===== src/rtl/mem_port_arbiter.sv =====
// -----------------------------------------------------------------------------
// mem_port_arbiter
//
// Shares one memory port between an instruction-fetch requester (IF) and a
// data requester (DM). Data accesses win by default. A fairness counter lets
// at most FAIR_LIMIT consecutive data grants through while a fetch is waiting.
// After that the fetch gets the port. Every transaction is guarded by a wait
// counter. When it expires, the owner gets a zero-data completion and the
// sticky bus_err flag is set.
//
// Parameters
//   TIMEOUT_CYC  wait cycles allowed for mem_ack before a bus error
//   FAIR_LIMIT   consecutive data grants allowed while if_req is pending
//
// Ports
//   clk, rst                      clock, asynchronous active-low reset
//   if_req/if_addr                fetch request (held until if_ready)
//   if_rdata/if_ready             fetched word (registered), one-cycle done pulse
//   dm_req/dm_we/dm_addr/
//   dm_wdata/dm_type              data request (held until dm_ready)
//   dm_rdata/dm_ready             load data (registered), one-cycle done pulse
//   mem_req/mem_we/mem_addr/
//   mem_wdata/mem_type            shared memory port, registered and held per txn
//   mem_ack/mem_rdata             memory completion and read data
//   bus_err                       sticky timeout flag, cleared only by reset
// -----------------------------------------------------------------------------
module mem_port_arbiter #(
  parameter int TIMEOUT_CYC = 255,
  parameter int FAIR_LIMIT  = 4
) (
  input  logic        clk,
  input  logic        rst,

  input  logic        if_req,
  input  logic [31:0] if_addr,
  output logic [31:0] if_rdata,
  output logic        if_ready,

  input  logic        dm_req,
  input  logic        dm_we,
  input  logic [31:0] dm_addr,
  input  logic [31:0] dm_wdata,
  input  logic [2:0]  dm_type,
  output logic [31:0] dm_rdata,
  output logic        dm_ready,

  output logic        mem_req,
  output logic        mem_we,
  output logic [31:0] mem_addr,
  output logic [31:0] mem_wdata,
  output logic [2:0]  mem_type,
  input  logic        mem_ack,
  input  logic [31:0] mem_rdata,

  output logic        bus_err
);

  localparam int WAIT_W = (TIMEOUT_CYC > 1) ? $clog2(TIMEOUT_CYC + 1) : 1;
  localparam int FAIR_W = (FAIR_LIMIT  > 1) ? $clog2(FAIR_LIMIT + 1)  : 1;

  // The last wait cycle ends in a timeout instead of another increment.
  // This holds mem_req high for exactly TIMEOUT_CYC cycles.
  localparam logic [WAIT_W-1:0] WAIT_LAST = WAIT_W'(TIMEOUT_CYC - 1);
  localparam logic [FAIR_W-1:0] FAIR_MAX  = FAIR_W'(FAIR_LIMIT);

  typedef enum logic [1:0] {
    IDLE    = 2'd0,
    IF_WAIT = 2'd1,
    DM_WAIT = 2'd2
  } state_t;

  state_t            state;
  logic [WAIT_W-1:0] wait_cnt;
  logic [FAIR_W-1:0] fair_cnt;

  logic dm_eligible;
  logic if_eligible;
  logic dm_grant;
  logic if_grant;

  // While a requester's ready pulse is high, its req line still shows the
  // request that just finished. It must not be granted again in that cycle.
  assign dm_eligible = dm_req && !dm_ready;
  assign if_eligible = if_req && !if_ready;

  // Data has priority until the fairness budget is used up.
  //
  // The fetch side looks at the raw dm_req on purpose. When a data
  // requester keeps dm_req high back-to-back, its completion cycle becomes
  // an idle gap rather than handing the port to the fetch early. Only the
  // fairness counter passes the port to the fetch.
  //
  // The !if_req term only matters when the counter is saturated and no
  // fetch is waiting. It keeps the data side from stalling in that case.
  assign dm_grant = dm_eligible && ((fair_cnt < FAIR_MAX) || !if_req);
  assign if_grant = if_eligible && (!dm_req || (fair_cnt == FAIR_MAX));

  // NOTE: sequential state uses non-blocking assignments only, so every
  // right-hand side reads the pre-edge value regardless of statement order.
  // The data-holding registers (rdata, address, wdata) are reset too, because
  // their values are visible on the ports from the first cycle.
  always_ff @(posedge clk or negedge rst) begin
    if (!rst) begin
      state     <= IDLE;
      wait_cnt  <= '0;
      fair_cnt  <= '0;
      mem_req   <= 1'b0;
      mem_we    <= 1'b0;
      mem_addr  <= '0;
      mem_wdata <= '0;
      mem_type  <= 3'b000;
      if_ready  <= 1'b0;
      dm_ready  <= 1'b0;
      if_rdata  <= '0;
      dm_rdata  <= '0;
      bus_err   <= 1'b0;
    end else begin
      if_ready <= 1'b0;
      dm_ready <= 1'b0;

      // The fairness counter only tracks data grants made while a fetch waits.
      if (!if_req) begin
        fair_cnt <= '0;
      end else if (state == IDLE && if_grant) begin
        fair_cnt <= '0;
      end else if (state == IDLE && dm_grant && fair_cnt < FAIR_MAX) begin
        fair_cnt <= fair_cnt + FAIR_W'(1);
      end

      case (state)
        IDLE: begin
          // mem_ack is deliberately ignored here.
          if (dm_grant) begin
            state     <= DM_WAIT;
            wait_cnt  <= '0;
            mem_req   <= 1'b1;
            mem_we    <= dm_we;
            mem_addr  <= dm_addr;
            mem_wdata <= dm_wdata;
            mem_type  <= dm_type;
          end else if (if_grant) begin
            state    <= IF_WAIT;
            wait_cnt <= '0;
            mem_req  <= 1'b1;
            mem_we   <= 1'b0;
            mem_addr <= if_addr;
            mem_type <= 3'b000;
          end
        end

        IF_WAIT, DM_WAIT: begin
          if (mem_ack) begin
            state   <= IDLE;
            mem_req <= 1'b0;
            if (state == IF_WAIT) begin
              if_ready <= 1'b1;
              if_rdata <= mem_rdata;
            end else begin
              dm_ready <= 1'b1;
              // A store leaves the last load result in place.
              if (!mem_we) dm_rdata <= mem_rdata;
            end
          end else if (wait_cnt == WAIT_LAST) begin
            // Timeout: complete with zero data so the requester is not stuck.
            state   <= IDLE;
            mem_req <= 1'b0;
            bus_err <= 1'b1;
            if (state == IF_WAIT) begin
              if_ready <= 1'b1;
              if_rdata <= '0;
            end else begin
              dm_ready <= 1'b1;
              dm_rdata <= '0;
            end
          end else begin
            wait_cnt <= wait_cnt + WAIT_W'(1);
          end
        end

        default: begin
          state   <= IDLE;
          mem_req <= 1'b0;
        end
      endcase
    end
  end

endmodule


===== config.mk =====
export PLATFORM = sky130hd
export DESIGN_NAME = mem_port_arbiter
export DESIGN_NICKNAME = d
export VERILOG_FILES = /design/src/rtl/mem_port_arbiter.sv
export SDC_FILE = /design/constraint.sdc
export NUM_CORES = 1
export LEC_CHECK = 0
export CAP_MARGIN = 20
export CELL_PAD_IN_SITES_DETAIL_PLACEMENT = 0
export CELL_PAD_IN_SITES_GLOBAL_PLACEMENT = 1
export CORE_MARGIN = 4
export CORE_UTILIZATION = 35
export CTS_BUF_LIST = sky130_fd_sc_hd__clkbuf_4 sky130_fd_sc_hd__clkbuf_8
export DETAILED_ROUTE_END_ITERATION = 8
export GPL_ROUTABILITY_DRIVEN = 1
export PLACE_DENSITY_LB_ADDON = 0.1
export SLEW_MARGIN = 10
export SYNTH_ARGS = -nofsm -noshare
export SYNTH_HDL_FRONTEND = slang
export SYNTH_SLANG_ARGS = --single-unit
export TNS_END_PERCENT = 30

===== constraint.sdc =====
create_clock -name clk -period 2 [get_ports clk]
set_input_delay 0.2 -clock clk [delete_from_list [all_inputs] [get_ports clk]]
set_output_delay 0.2 -clock clk [all_outputs]
set_load 0.03 [all_outputs]

Yosys cells after proc, flatten, opt, wreduce, memory -nomap -nowiden --
Cells that the tools add are included. W data, S select, Z words.
Word-level totals: bits in read-only memories 0, logic and storage cells 94, latch bits 0, input port bits 137, output and inout port bits 136, bits in registers 149, memories kept 0, RAM bits 0
Cells by class: add/sub/neg operators 2, div/mod/pow operators 0, bitwise operators 2, shift-type cells 0, multiplexer cells 41, order comparisons 1, reduce and logical (&&, ||, !) cells 25, eq/ne operators 10, multiply operators 0
Operators with widths (count):
- $mux W32 | 11
- $mux W8 | 4
- $pmux W8 S2 | 1
- $mux W3 | 5
- $mux W1 | 14
- $add A8 B1 Y8 const B | 1
- $eq A8 B8 Y1 const B | 1
- $mux W2 | 4
- $reduce_and A4 Y1 | 2
- $logic_and A1 B1 Y1 | 7
- $ne A2 B2 Y1 const B | 3
- $ne A3 B3 Y1 const B | 2
- $reduce_and A2 Y1 | 3
- $reduce_and A3 Y1 | 2
- $reduce_bool A2 Y1 | 3
- $logic_not A1 Y1 | 4
- $pmux W2 S2 | 1
- $add A3 B1 Y3 const B | 1
- $eq A3 B3 Y1 const B | 1
- $lt A3 B3 Y1 const B | 1
- $ne A3 B1 Y1 const B | 1
- $eq A2 B1 Y1 const B | 1
- $eq A2 B2 Y1 const B | 1
- $logic_not A2 Y1 | 1
- 4 further kinds | 6

Depth between registers and ports, before layout --
word-level depth 8, depth in mapped cells 8, mapped depth without buffers 6

Least setup slack after synthesis --
Ideal clock, no wire load.
path kind flip-flop to flip-flop, start point register dm_ready, end point register mem_addr[0], path slack 121 ps, required time 1875 ps, data arrival time 1754 ps, period minus slack after synthesis 1879 ps, setup time 125 ps, path buffers 1, stages on the path, launching flop included 6, cell sequence dfrtp_1 -> nand2b_1 -> nor2_1 -> buf_2 -> mux2_2 -> mux2_2
On the way: longest elaborated chain between the ends 5, elaborated cells between the ends (all ways) 6, classes of those cells 1 x mux; 5 x reduce/logical
RTL lines:
- start: declaration | RTL line 45 | output logic dm_ready,
- start signal: assignment | RTL line 113 | dm_ready <= 1'b0;
- start signal: assignment | RTL line 119 | dm_ready <= 1'b0;
- start signal: assignment | RTL line 159 | dm_ready <= 1'b1;
- $logic_not A1 Y1 * | RTL line 83 | assign dm_eligible = dm_req && !dm_ready;
- $logic_and A1 B1 Y1 * | RTL line 83
- $logic_and A1 B1 Y1 * | RTL line 95 | assign dm_grant = dm_eligible && ((fair_cnt < FAIR_MAX) || !if_req);
- $reduce_bool A2 Y1 (no source line)
- $reduce_and A2 Y1 (no source line)
- end signal: assignment | RTL line 138 | mem_addr <= dm_addr;
- end signal: assignment | RTL line 146 | mem_addr <= if_addr;
- end: declaration | RTL line 49 | output logic [31:0] mem_addr,
Every way passes the cells marked *; elsewhere a longest branch is shown, timed or not. A chain may end at the register's enable or synchronous reset.

Worst setup path in the final report --
start point register wait_cnt[0], end point register dm_rdata[5]
On the way: longest elaborated chain between the ends 3
RTL lines:
- start: declaration | RTL line 73 | logic [WAIT_W-1:0] wait_cnt;
- start signal: assignment | RTL line 176 | wait_cnt <= wait_cnt + WAIT_W'(1);
- $eq A8 B8 Y1 | RTL line 163 | end else if (wait_cnt == WAIT_LAST) begin
- $reduce_bool A2 Y1 (no source line)
- $reduce_and A4 Y1 (no source line)
- end signal: assignment | RTL line 161 | if (!mem_we) dm_rdata <= mem_rdata;
- end: declaration | RTL line 44 | output logic [31:0] dm_rdata,
No other way between the ends.

==> run_results.csv <==
group,metric,value,unit
run_status,status,"complete, no violations",
synthesis,netlist_top_cells_count,"dfrtp_1 (149), mux2_2 (130), and2_1 (33), mux2_4 (30), buf_2 (11)",
pwr,p_per_area,1698,nW/um^2
placement,dp_hpwl,14030,um
clocking,path_clk_slew,90,ps
sta,worst_slack,121.1,ps
synthesis,synth_compound_area_share,4.224,%
worst_setup_path,path_cells,"inv_1, ha_2, nand4_4, o31ai_4, nand3b_4, buf_12, mux2_4",
pwr,power.leakage,4.453,nW
synthesis,synth_top_family_by_area,"multiplexers",
sta,fin_crit_sh,93.94,%
placement,pre_cts_slack,23.13,ps
worst_hold_path,holdCritPathClass,"primary input to asynchronous set/reset pin",
grt,grt_antenna_before_repair,1,
sta,max_freq,532.2,MHz
sta,tightest_slew,457.3,ps
pwr,ir_drop,1.023,mV
floorplan,dieHeight,145.4,um
sta,clock_skew,15.03,ps
worst_setup_path,start_kind,"flop",
worst_setup_path,end_kind,"flop",
synthesis,yosys_register_bits,149,
synthesis,muxShareOfSynthArea,29.13,%
placement,port_buffers,272,
synthesis,synthCells,453,
grt,grt_pass1_vias,5058,
synthesis,synth_top_cell_area_share,56.45,%
sta,period_minus_slack,1879,ps
worst_setup_path,rr_worst_depth,7,
worst_setup_path,critPathKind,"flop to flop",
layout,nNetsFinal,888,
grt,grt_max_degree,58,
grt,grt_first_pass_wirelength,30170,um
worst_setup_path,path_max_fanout,16,
floorplan,io-pin-count,273,
synthesis,yosysSeqAreaShare,56.45,%
drt,drt-initial-drc-count,116,
worst_setup_path,arrival,2210,ps
drt,vias_per_cell,4.696,
clocking,cts-root-buf,"clkbuf_8",
worst_setup_path,timing.rr.end,"dm_rdata[5]",
worst_setup_path,crit_slowest_cell,"dfrtp_1",
sta,rsz0062_at_grt,"no",
worst_setup_path,worstPathRequired,2330,ps
synthesis,ys_warn_count,0,
synthesis,synthSimpleGateAreaFrac,6.100,%
clocking,clockBufferDepth,2,
clocking,cts_tree,"done",
floorplan,dieArea,21130,sq um
layout,drive_above_1_share,29.95,%
clocking,post_cts_buffers,0,
grt,grt_util_all_layers,18.03,%
clocking,clkSinkCount,149,
job,max_cap_viol_count,0,
worst_setup_path,crit_family,"flip-flops",
synthesis,avgSynthCellArea,14.58,sq um
drt,drcViolationCount,0,
drt,drtPass1Iterations,4,
worst_setup_path,crit_buf_inv,2,
sta,slew_headroom,69.19,%
clocking,htreeDepth,4,
synthesis,synth_nets,596,
synthesis,synth_edf_count,0,
floorplan,rows,49,
placement,gp_congestion,0.7730,
placement,placedCellCount,953,
sta,hold_viol_final,0,
layout,insertedDiodeCount,0,
layout,final_cells,987,
synthesis,synthAdderAreaFrac,1.137,%
drt,antenna_left,0,
drt,drt_wl_total,18880,um
synthesis,synthFlopType,"dfrtp_1",
clocking,clk_latency,440,ps
drt,vias,4635,
grt,grt_overflow_total,0,
synthesis,synth_area_leaders,"dfrtp_1 (56%), mux2_2 (22%), mux2_4 (6.8%)",
worst_setup_path,rrSetupSlack,120,ps
synthesis,yosysTopAreaCell,"dfrtp_1",
floorplan,initial_core_util,36.15,%
synthesis,synthArstFlopShare,100.0,%
synthesis,post-synth-top-count-cell,"dfrtp_1",
clocking,numCtsBuffers,17,
worst_setup_path,slowest_delay,410,ps
synthesis,synth_cell_types,43,
drt,avgRoutedWirePerCell,19.13,um
sta,setup_violations,0,
sta,setup_tns,0,ps
synthesis,synth_xor_area_share,0.1326,%
floorplan,die_x,145.4,um
layout,area_delta_synth_final,55.01,%
floorplan,core_area,18270,sq um
worst_setup_path,worstReg2RegStart,"wait_cnt[0]",
synthesis,syn_area,6605,sq um
sta,maxSlewViolCount,0,
==> flip-flops by register name (all words and copies together) (netlist names) <==
register / flops
dm_ready: 1
wait_cnt: 8
mem_addr: 32
if_ready: 1
state: 2
mem_req: 1
if_rdata: 32
dm_rdata: 32
mem_we: 1
fair_cnt: 3
bus_err: 1
mem_wdata: 32
mem_type: 3
==> per-stage QoR <==
stage               utilization [%]  hold WS [ps]  power, mW  instance area (sq um)
floorplan                         -        -95.59      10.85                   6605
global placement              53.33         151.7      14.87                   9743
detailed placement            53.33         150.8      15.00                   9743
CTS                           55.75         225.9      17.59                  10190
global route                  56.04         254.9      18.31                  10240
finish                        56.04         231.2      17.38                  10240
==> where the power goes <==
group | internal, mW | switching, mW
clock | 1.32 | 1.19
sequential | 4.42 | 0.771
combinational | 4.73 | 4.95
==> worst max path at each step <==
stage	from	to	slack [ps]	cells after the start
floorplan	dm_ready	mem_addr[0]	120	5
detailed placement	if_req	mem_addr[28]	20	6
CTS	wait_cnt[0]	if_rdata[26]	20	7
global route	wait_cnt[0]	if_rdata[28]	20	7
global placement	if_req	mem_addr[28]	60	6
finish	wait_cnt[0]	dm_rdata[5]	120	7
==> cells in the final DEF, fill, tap and decap left out, drive strengths merged, types with 6 or more instances in the layout <==
cell           Yosys  final
clkbuf             5     20
ha                 6      6
dfrtp            149    149
buf               19     24
a31oi              9      9
and2              33     33
mux2             160    160
clkdlybuf4s50      0    271
nand2b             6      6
inv                9     12
nor2               8      8
==> layer usage <==
layer  vias to the layer above  global-route usage, %  wire (um)
li1                       2184                      -          -
met1                      2241                  21.56       7900
met2                       195                  29.38       8877
met3                        13                  8.720       1904
met4                         2                  4.606        185
met5                         -                      0         13
==> layout make-up <==
class                           instances  area, sq um
Multi-Input combinational cell        271         2725
Inverter                                9        33.78
Fill cell                            1478         8031
Timing Repair Buffer                  297         3032
Clock buffer                           19        261.5
Clock inverter                         13        171.4
Tap cell                              229        286.5
Sequential cell                       149         3729
==> cells by family (layout without fill, tap and decap cells) <==
logic type                 after synthesis  after routing
AOI/OAI and AO/OA                       36             36
xor gates and xnor gates                 1              1
and+or+nand+nor                         67             67
DFF                                    149            149
buffers and inverters                   33            338
muxes                                  161            161
adders and majority gates                6              6
==> repair_timing <==
| item | in CTS | in global routing |
|---|---|---|
| hold endpoints to repair | 41 | 0 |
| gates resized for setup | 0 | 6 |
| hold buffers | 1 | 0 |
| setup endpoints to repair | 0 | 34 |
Power figures use the tool's default switching activity.
